==> src/rtl/adc_spi_reader_if.sv <==
// SPI pin bundle between the MCP3202 reader (master) and the ADC (slave).
interface adc_spi_reader_if;
  logic sclk;
  logic cs_n;
  logic mosi;
  logic miso;

  modport master (output sclk, output cs_n, output mosi, input miso);
  modport slave  (input sclk, input cs_n, input mosi, output miso);
endinterface

==> src/rtl/adc_spi_reader.sv <==
// SPI master that reads 12-bit samples from an MCP3202 ADC, channel 0 for
// player 1 and (in two-player mode) alternating channel 1 for player 2.
module adc_spi_reader #(
  parameter int CLK_DIV = 30,
  parameter int CS_IDLE = 30
) (
  input  logic               clk,
  input  logic               reset,
  input  logic               enable,
  input  logic               two_player,
  adc_spi_reader_if.master   spi,
  output logic [11:0]        p1data,
  output logic [11:0]        p2data,
  output logic               p1_valid,
  output logic               p2_valid,
  output logic               busy
);

  localparam logic [2:0] IDLE  = 3'd0;
  localparam logic [2:0] SETUP = 3'd1;
  localparam logic [2:0] SHIFT = 3'd2;
  localparam logic [2:0] DONE  = 3'd3;
  localparam logic [2:0] GAP   = 3'd4;

  localparam int CNT_MAX = (CLK_DIV > CS_IDLE) ? CLK_DIV : CS_IDLE;
  localparam int CW      = $clog2(CNT_MAX + 1);
  localparam logic [CW-1:0] DIV_LAST = CW'(CLK_DIV - 1);
  localparam logic [CW-1:0] GAP_LAST = CW'(CS_IDLE - 1);
  localparam logic [5:0]    LAST_TICK = 6'd33;

  logic [2:0]    state_r;
  logic [CW-1:0] cnt_r;
  logic [5:0]    tick_r;
  logic          ch_r;
  logic          fch_r;
  logic [11:0]   sr_r;
  logic          cs_n_r;
  logic          sclk_r;
  logic          mosi_r;
  logic [11:0]   p1data_r;
  logic [11:0]   p2data_r;
  logic          p1_valid_r;
  logic          p2_valid_r;
  logic          busy_r;
  logic [4:0]    bit_idx_s;

  // Each SCLK period spans two ticks, so tick_r/2 is the zero-based bit slot.
  assign bit_idx_s = tick_r[5:1];

  assign spi.sclk = sclk_r;
  assign spi.cs_n = cs_n_r;
  assign spi.mosi = mosi_r;
  assign p1data   = p1data_r;
  assign p2data   = p2data_r;
  assign p1_valid = p1_valid_r;
  assign p2_valid = p2_valid_r;
  assign busy     = busy_r;

  // Frame sequencer: state, timing counters, SPI pins and sample registers.
  always_ff @(posedge clk) begin
    if (reset) begin
      state_r    <= IDLE;
      cnt_r      <= '0;
      tick_r     <= 6'd0;
      ch_r       <= 1'b0;
      fch_r      <= 1'b0;
      sr_r       <= 12'd0;
      cs_n_r     <= 1'b1;
      sclk_r     <= 1'b0;
      mosi_r     <= 1'b0;
      p1data_r   <= 12'd0;
      p2data_r   <= 12'd0;
      p1_valid_r <= 1'b0;
      p2_valid_r <= 1'b0;
      busy_r     <= 1'b0;
    end else begin
      p1_valid_r <= 1'b0;
      p2_valid_r <= 1'b0;
      case (state_r)
        IDLE: begin
          if (enable) begin
            state_r <= SETUP;
            fch_r   <= ch_r;
            cnt_r   <= '0;
            cs_n_r  <= 1'b0;
            mosi_r  <= 1'b1;
            busy_r  <= 1'b1;
          end
        end
        SETUP: begin
          if (cnt_r == DIV_LAST) begin
            state_r <= SHIFT;
            cnt_r   <= '0;
            tick_r  <= 6'd0;
          end else begin
            cnt_r <= cnt_r + 1'b1;
          end
        end
        SHIFT: begin
          if (cnt_r == DIV_LAST) begin
            cnt_r  <= '0;
            tick_r <= tick_r + 6'd1;
            sclk_r <= ~sclk_r;
            if (tick_r == LAST_TICK) begin
              state_r <= DONE;
              sclk_r  <= 1'b0;
              cs_n_r  <= 1'b1;
              mosi_r  <= 1'b0;
              if (fch_r) begin
                p2data_r   <= sr_r;
                p2_valid_r <= 1'b1;
              end else begin
                p1data_r   <= sr_r;
                p1_valid_r <= 1'b1;
              end
            end else if (!sclk_r) begin
              // Rising edge: slots 0..4 carry command and null bits.
              if (bit_idx_s >= 5'd5 && bit_idx_s <= 5'd16) begin
                sr_r <= {sr_r[10:0], spi.miso};
              end
            end else begin
              case (bit_idx_s)
                5'd0:    mosi_r <= 1'b1;
                5'd1:    mosi_r <= fch_r;
                5'd2:    mosi_r <= 1'b1;
                default: mosi_r <= 1'b0;
              endcase
            end
          end else begin
            cnt_r <= cnt_r + 1'b1;
          end
        end
        DONE: begin
          ch_r    <= two_player ? ~ch_r : 1'b0;
          state_r <= GAP;
          cnt_r   <= '0;
        end
        GAP: begin
          if (cnt_r == GAP_LAST) begin
            cnt_r <= '0;
            if (enable) begin
              state_r <= SETUP;
              fch_r   <= ch_r;
              cs_n_r  <= 1'b0;
              mosi_r  <= 1'b1;
            end else begin
              state_r <= IDLE;
              busy_r  <= 1'b0;
            end
          end else begin
            cnt_r <= cnt_r + 1'b1;
          end
        end
        default: begin
          state_r <= IDLE;
          cnt_r   <= '0;
          cs_n_r  <= 1'b1;
          sclk_r  <= 1'b0;
          mosi_r  <= 1'b0;
          busy_r  <= 1'b0;
        end
      endcase
    end
  end

endmodule

==> src/flat_wrapper.sv <==
// flat-port wrapper written by rule: the top's interface ports become plain ports
module adc_spi_reader_flat 
#(
  parameter int CLK_DIV = 30,
  parameter int CS_IDLE = 30
)
  (clk, reset, enable, two_player, p1data, p2data, p1_valid, p2_valid, busy, spi_sclk, spi_cs_n, spi_mosi, spi_miso);
  adc_spi_reader_if spi_i ();
  input  logic clk;
  input  logic reset;
  input  logic enable;
  input  logic two_player;
  output logic [11:0] p1data;
  output logic [11:0] p2data;
  output logic p1_valid;
  output logic p2_valid;
  output logic busy;
  output wire logic [$bits(spi_i.sclk)-1:0] spi_sclk;
  output wire logic [$bits(spi_i.cs_n)-1:0] spi_cs_n;
  output wire logic [$bits(spi_i.mosi)-1:0] spi_mosi;
  input wire logic [$bits(spi_i.miso)-1:0] spi_miso;
  assign spi_sclk = spi_i.sclk;
  assign spi_cs_n = spi_i.cs_n;
  assign spi_mosi = spi_i.mosi;
  assign spi_i.miso = spi_miso;
  adc_spi_reader #(.CLK_DIV(CLK_DIV), .CS_IDLE(CS_IDLE)) u_core (.clk(clk), .reset(reset), .enable(enable), .two_player(two_player), .spi(spi_i), .p1data(p1data), .p2data(p2data), .p1_valid(p1_valid), .p2_valid(p2_valid), .busy(busy));
endmodule
==> config.mk <==
export PLATFORM = sky130hd
export DESIGN_NAME = adc_spi_reader_flat
export DESIGN_NICKNAME = d
export VERILOG_FILES = /design/src/rtl/adc_spi_reader_if.sv /design/src/rtl/adc_spi_reader.sv /design/src/flat_wrapper.sv
export SDC_FILE = /design/constraint.sdc
export NUM_CORES = 1
export LEC_CHECK = 0
export BUFFER_PORTS_ARGS = -buffer_cell sky130_fd_sc_hd__buf_2
export CORE_MARGIN = 2
export CORE_UTILIZATION = 35
export CTS_BUF_LIST = sky130_fd_sc_hd__clkbuf_2
export CTS_CLUSTER_DIAMETER = 50
export DETAILED_ROUTE_END_ITERATION = 8
export PLACE_DENSITY = 0.57
export SLEW_MARGIN = 20
export SYNTH_ARGS = -nofsm -noshare
export SYNTH_HDL_FRONTEND = slang
export SYNTH_SLANG_ARGS = --single-unit
==> constraint.sdc <==
create_clock -name clk -period 2.06 [get_ports clk]
set_clock_uncertainty 0.15 [all_clocks]
set_input_delay 0.103 -clock clk [delete_from_list [all_inputs] [get_ports clk]]
set_output_delay 0.103 -clock clk [all_outputs]
set_load 0.03 [all_outputs]
==> results of run 1 <==
[power groups by stage]
stage                     registers, mW  clock network, mW  logic [mW]
after floorplan                    1.18                  0      0.0709
after global placement             1.17                  0       0.106
after detailed placement           1.17                  0       0.106
after CTS                          1.15              0.747       0.111
after global routing               1.15              0.801       0.120
final                              1.15              0.733       0.110
[cells by family after synthesis]
logic type / Yosys count
multiplexers: 25
buffers and inverters: 22
XOR/XNOR: 9
AO/OA/AOI/OAI: 43
adder cells (fa/ha/maj): 4
AND/OR/NAND/NOR: 119
flip-flops: 58
[metal layers]
metal  global-route usage (%)  part of all wire [%]  vias to the layer above  wire length [um]
li1                         -                     -                     1064                 -
met1                     20.1                    49                      954              2650
met2                     21.5                    45                       41              2470
met3                     3.97                   4.3                        8               234
met4                     7.33                   1.9                        0               104
met5                        0                     0                        -                 0
[critical path, delay by kind of cell, from the launching register on]
kind            cells  cell delay (ns)
buf+inv             2             0.73
flops               1             0.59
simple gates        3             0.29
compound gates      1             0.11
[synth_stat cells, drive strengths merged, types with 5 or more instances]
cell type,count
a21oi,26
nor3,10
nand4,5
dfxtp,58
mux2i,25
nand3,7
buf,8
xor2,5
nand2,33
clkbuf,10
nor4,5
nor2,44
[flip-flops by register name, summed over array words and instances (netlist names)]
signal           count
u_core.p2data       12
u_core.busy          1
u_core.cnt_r         5
u_core.p1data       12
u_core.ch_r          1
u_core.state_r       3
u_core.p1_valid      1
u_core.spi.sclk      1
u_core.fch_r         1
u_core.sr_r         12
u_core.p2_valid      1
u_core.spi.mosi      1
u_core.spi.cs_n      1
u_core.tick_r        6
[through the flow]
step | power (mW) | util [%]
CTS | 2.00 | 42.0
global route | 2.07 | 42.6
detailed placement | 1.28 | 39.8
global placement | 1.28 | 39.8
floorplan | 1.25 | -
finish | 1.99 | 42.6
[path summary, 6_finish.rpt]
| check | cells past startpoint | start | end |
|---|---|---|---|
| max | 6 | u_core.state_r[2] | u_core.ch_r |
| max reg2reg | 6 | u_core.state_r[2] | u_core.ch_r |
| min reg2reg | 2 | u_core.p2data[10] | u_core.p2data[10] |
| min | 4 | spi_miso | u_core.sr_r[0] |
[final cells by class]
type | instances | share of cell area, %
multi-input cells | 200 | 41.8
flip-flops and latches | 58 | 38.2
repair buffers | 54 | 11.7
well taps | 99 | 4.07
clock inverters | 7 | 2.26
clock buffers | 9 | 1.48
inverters | 4 | 0.494
[what timing repair did]
item / in CTS / in global routing
endpoints found under the setup margin: 0 / 11
resized for setup: 0 / 3
hold endpoints to repair: 20 / 0
setup buffers: 0 / 3
hold buffers: 4 / 0
==> impl_metrics.csv, run 1 <==
group,metric,value,unit
synth,ys_types,42,
timing,fin_crit,1.95,ns
synth,synth_xor_area_share,3.10,%
routing,drtAntennaViolNets,0,
die,rows,31,
place,place.gp.congestion,0.799,
synth,yosysSeqAreaShare,45.7,%
critical_path,crit_path_max_fanout,8,
power,swShare,26.9,%
critical_path,path_cells,"inv_1 > nand3_1 > nor3b_1 > a21oi_1 > nor2_1 > dlygate4sd3_1",
place,dp_cells,408,
synth,yosys.area.top_type_share,45.7,%
place,io_buffers,34,
place,dpl-instance-area,0.00284,sq mm
timing,fin_setup_tns,0,ns
synth,syn_avg_cell_area,9.07,sq um
cells_and_area,num-fill-cells,755,
global_routing,grt_overflow_total,0,
synth,synth_ff_type,"dfxtp_1",
cells_and_area,final_nets,336,
routing,via_per_inst,4.80,
cells_and_area,drive_gt1_share,24.4,%
cells_and_area,area_delta_synth_final,19.7,%
synth,synth_compound_area_share,10.7,%
clock_network,cts_tree,"built",
power,irDropWorstVdd,0.350,mV
cells_and_area,regArea,0.00116,sq mm
power,combPwrFrac,5.5,%
routing,wl_per_cell,12.7,um
synth,syn_nets,289,
critical_path,critPathCaptureType,"register",
power,seqPwrFrac,57.6,%
status,status,"complete, no violations",
synth,ys_warn_count,0,
clock_network,clockBufferDepth,2,
routing,drt_pass1_iterations,4,
synth,synthTopCellsByArea,"dfxtp_1 46%, mux2i_1 9.9%, nor2_1 6.4%, a21oi_1 5.1%, nand2_1 4.9%",
timing,grt_setup_unrepaired,"no",
cells_and_area,multiInputGateArea,0.00127,sq mm
timing,worst_slack,0.106,ns
timing,worstMarginPinSlew,0.482,ns
synth,yosys.area.top_type,"dfxtp_1",
routing,num_vias,2067,
global_routing,antenna_found_initial,0,
timing,timing.final.crit_share,94.9,%
timing,setup_viol,0,
cells_and_area,layout_commonest_cell,"dfxtp_1",
clock_network,clockRootBuffer,"clkbuf_2",
die,die_x,89.2,um
die,start_util,35.6,%
run,max_cap_viol_count,0,
die,die-area,0.00795,sq mm
global_routing,grt_max_degree,41,
critical_path,critPathMaxStageDelay,0.59,ns
cells_and_area,num_antenna_cells,0,
critical_path,crit_type,"register to register",
cells_and_area,layout_common_cells,"57 x dfxtp_1, 43 x nor2_1, 34 x buf_2",
synth,synth_seq_cells,58,
synth,synth_mux_area_share,9.85,%
critical_path,reg2reg_slack,0.11,ns
timing,slew_headroom,67.9,%
clock_network,cts.htree.levels,3,
synth,synth_cells,280,
clock_network,clk_latency,0.49,ns
routing,drt_iter0_markers,93,
critical_path,crit_path_start_kind,"register",
cells_and_area,fin_cells,431,
power,clkPwrFrac,36.8,%
critical_path,cp.arrival,2.20,ns
power,p_leak,1.44,nW
synth,synthSimpleGateAreaFrac,24.0,%
die,ioPinCount,35,
timing,holdWs,0.227,ns
timing,fmax,0.512,GHz
synth,synth_top_family_by_area,"simple AND/OR/NAND/NOR gates",
timing,final_max_slew_viol_count,0,
worst_hold_path,hp-class,"input port to register",
power,p_int,1.46,mW
global_routing,first_global_vias,1839,
global_routing,grt_pass1_wl,8930,um
global_routing,track_usage,14.8,%
routing,drc_errors,0,
synth,synthAdderAreaFrac,1.97,%
place,dp_hpwl,3670,um
place,dp_slack,0.0841,ns
critical_path,crit_slowest_cell,"dfxtp_1",
critical_path,critPathRequiredTime,2.30,ns
die,core_area,0.00714,sq mm
synth,synth-async-reset-ratio,0,%
power,p_per_area,655,mW/mm^2
routing,finalWirelength,5460,um
synth,synth_area,0.00254,sq mm
synth,synth-edff-count,0,
power,switchingPower,0.535,mW
timing,final-hold-violation-count,0,
die,die_h,89.2,um
clock_network,cts.sinks,58,
clock_network,clkTransAtPathRegs,0.18,ns
clock_network,numCtsBuffers,9,
cells_and_area,fin_area,0.00304,sq mm
No activity file was read; power rests on OpenSTA's default activity.
==> inputs of run 2 (changes only) <==
--- a/config.mk
+++ b/config.mk
@@ -10,8 +10,10 @@
 export CORE_UTILIZATION = 35
 export CTS_BUF_LIST = sky130_fd_sc_hd__clkbuf_2
 export CTS_CLUSTER_DIAMETER = 50
+export CTS_CLUSTER_SIZE = 10
 export DETAILED_ROUTE_END_ITERATION = 8
 export PLACE_DENSITY = 0.57
+export RECOVER_POWER = 50
 export SLEW_MARGIN = 20
 export SYNTH_ARGS = -nofsm -noshare
 export SYNTH_HDL_FRONTEND = slang
==> constraint.sdc (replaced) <==
create_clock -name clk -period 2.06 [get_ports clk]
set_clock_uncertainty 0.15 [all_clocks]
set_input_delay 0.103 -clock clk [delete_from_list [all_inputs] [get_ports clk]]
set_output_delay 0.103 -clock clk [all_outputs]
set_load 0.005 [all_outputs]
==> impl_metrics.csv, run 2 (synthesis results as in run 1) <==
group,metric,value,unit
routing,drtAntennaViolNets,0,
critical_path,critPathRequiredTime,2.31,ns
timing,fin_crit,1.94,ns
routing,drc_errors,0,
global_routing,grt_overflow_total,0,
die,die_h,89.2,um
timing,grt_setup_unrepaired,"no",
place,io_buffers,34,
place,place.gp.congestion,0.799,
power,p_per_area,663,mW/mm^2
cells_and_area,layout_commonest_cell,"dfxtp_1",
routing,drt_pass1_iterations,4,
die,die-area,0.00795,sq mm
timing,slew_headroom,67.7,%
global_routing,grt_max_degree,41,
global_routing,grt_pass1_wl,8930,um
power,p_leak,1.33,nW
clock_network,cts.htree.levels,3,
timing,setup_viol,0,
timing,final_max_slew_viol_count,0,
critical_path,crit_path_max_fanout,8,
critical_path,crit_type,"register to register",
critical_path,cp.arrival,2.19,ns
routing,drt_iter0_markers,102,
clock_network,clkTransAtPathRegs,0.18,ns
routing,num_vias,2059,
routing,via_per_inst,4.78,
place,dp_slack,0.0841,ns
critical_path,critPathCaptureType,"register",
global_routing,antenna_found_initial,0,
worst_hold_path,hp-class,"input port to register",
timing,final-hold-violation-count,0,
clock_network,cts_tree,"built",
cells_and_area,area_delta_synth_final,17.4,%
worst_hold_path,hold_path_depth,4,
power,irDropWorstVdd,0.349,mV
global_routing,track_usage,14.8,%
routing,wl_per_cell,12.7,um
cells_and_area,fin_area,0.00298,sq mm
die,die_x,89.2,um
clock_network,clk_latency,0.49,ns
clock_network,cts.sinks,58,
die,rows,31,
timing,fmax,0.515,GHz
global_routing,first_global_vias,1839,
die,start_util,35.6,%
cells_and_area,drive_gt1_share,16.9,%
cells_and_area,final_nets,336,
run,max_cap_viol_count,0,
place,dp_hpwl,3670,um
cells_and_area,fin_cells,431,
power,total_power,1.98,mW
die,ioPinCount,35,
routing,finalWirelength,5460,um
place,dp_cells,408,
timing,worstMarginPinSlew,0.484,ns
clock_network,clockRootBuffer,"clkbuf_2",
timing,fin_setup_tns,0,ns
clock_network,clockBufferDepth,2,
cells_and_area,num_antenna_cells,0,
timing,worst_slack,0.119,ns
place,dpl-instance-area,0.00284,sq mm
status,status,"complete, no violations",
cells_and_area,layout_common_cells,"57 x dfxtp_1, 43 x nor2_1, 33 x nand2_1",
clock_network,numCtsBuffers,9,
critical_path,crit_path_start_kind,"register",
critical_path,reg2reg_depth,6,
die,core_area,0.00714,sq mm
timing,timing.final.crit_share,94.2,%
run 2: cell count changes in the layout (fill, tap and decap cells not counted):
cell      delta
clkbuf_1    +24
buf_2       -22
buf_4        -3
clkbuf_2     +2
buf_12       -1
nor3_1       +1
nor3_2       -1
run 2: critical path, stage by stage (launching register included):
cell           delay (ns)
dfxtp_1              0.58
inv_1                0.17
nand3_1              0.17
nor3b_1              0.07
a21oi_1              0.11
nor2_1               0.05
dlygate4sd3_1        0.56
run 2: worst paths after layout:
kind	startpoint	end	slack (ns)
worst min-delay path	spi_miso	u_core.sr_r[0]	0.23
worst max register to register	u_core.state_r[2]	u_core.ch_r	0.12
worst min register to register	u_core.p2data[2]	u_core.p2data[2]	0.32
worst max-delay path	u_core.state_r[2]	u_core.ch_r	0.12
run 2: repair_timing:
action | 4_1_cts | 5_1_grt
endpoints found under the hold margin | 20 | 0
setup endpoints to repair | 0 | 11
hold buffers | 4 | 0
resized for setup | 0 | 3
buffers inserted | 0 | 3
run 2: cell type report:
class / count / area (sq um)
sequential: 58 / 1160
inverter: 4 / 15.0
multi-input combinational: 200 / 1260
fill: 772 / 4150
timing repair buffer: 54 / 303
clock inverter: 7 / 68.8
clock buffer: 9 / 45.0
tap: 99 / 124
run 2: metal layers:
metal / wire [um] / GRT usage, % / up-vias
met3: 209 / 3.97 / 8
met1: 2710 / 20.1 / 950
met5: 0 / 0 / -
met2: 2430 / 21.5 / 34
met4: 104 / 7.33 / 0
li1: - / - / 1067
run 2: power breakdown:
group / switching [mW] / internal, mW / total [mW]
logic: 0.0565 / 0.0419 / 0.0984
registers: 0.0127 / 1.13 / 1.15
clock network: 0.454 / 0.277 / 0.732
total: 0.524 / 1.45 / 1.98
run 2: metrics by stage:
step           hold WS (ns)  utilization, %
2_1_floorplan        0.0969               -
3_3_place_gp          0.187            39.8
3_5_place_dp          0.198            39.8
4_1_cts               0.204            42.0
5_1_grt               0.260            41.8
6_report              0.230            41.8
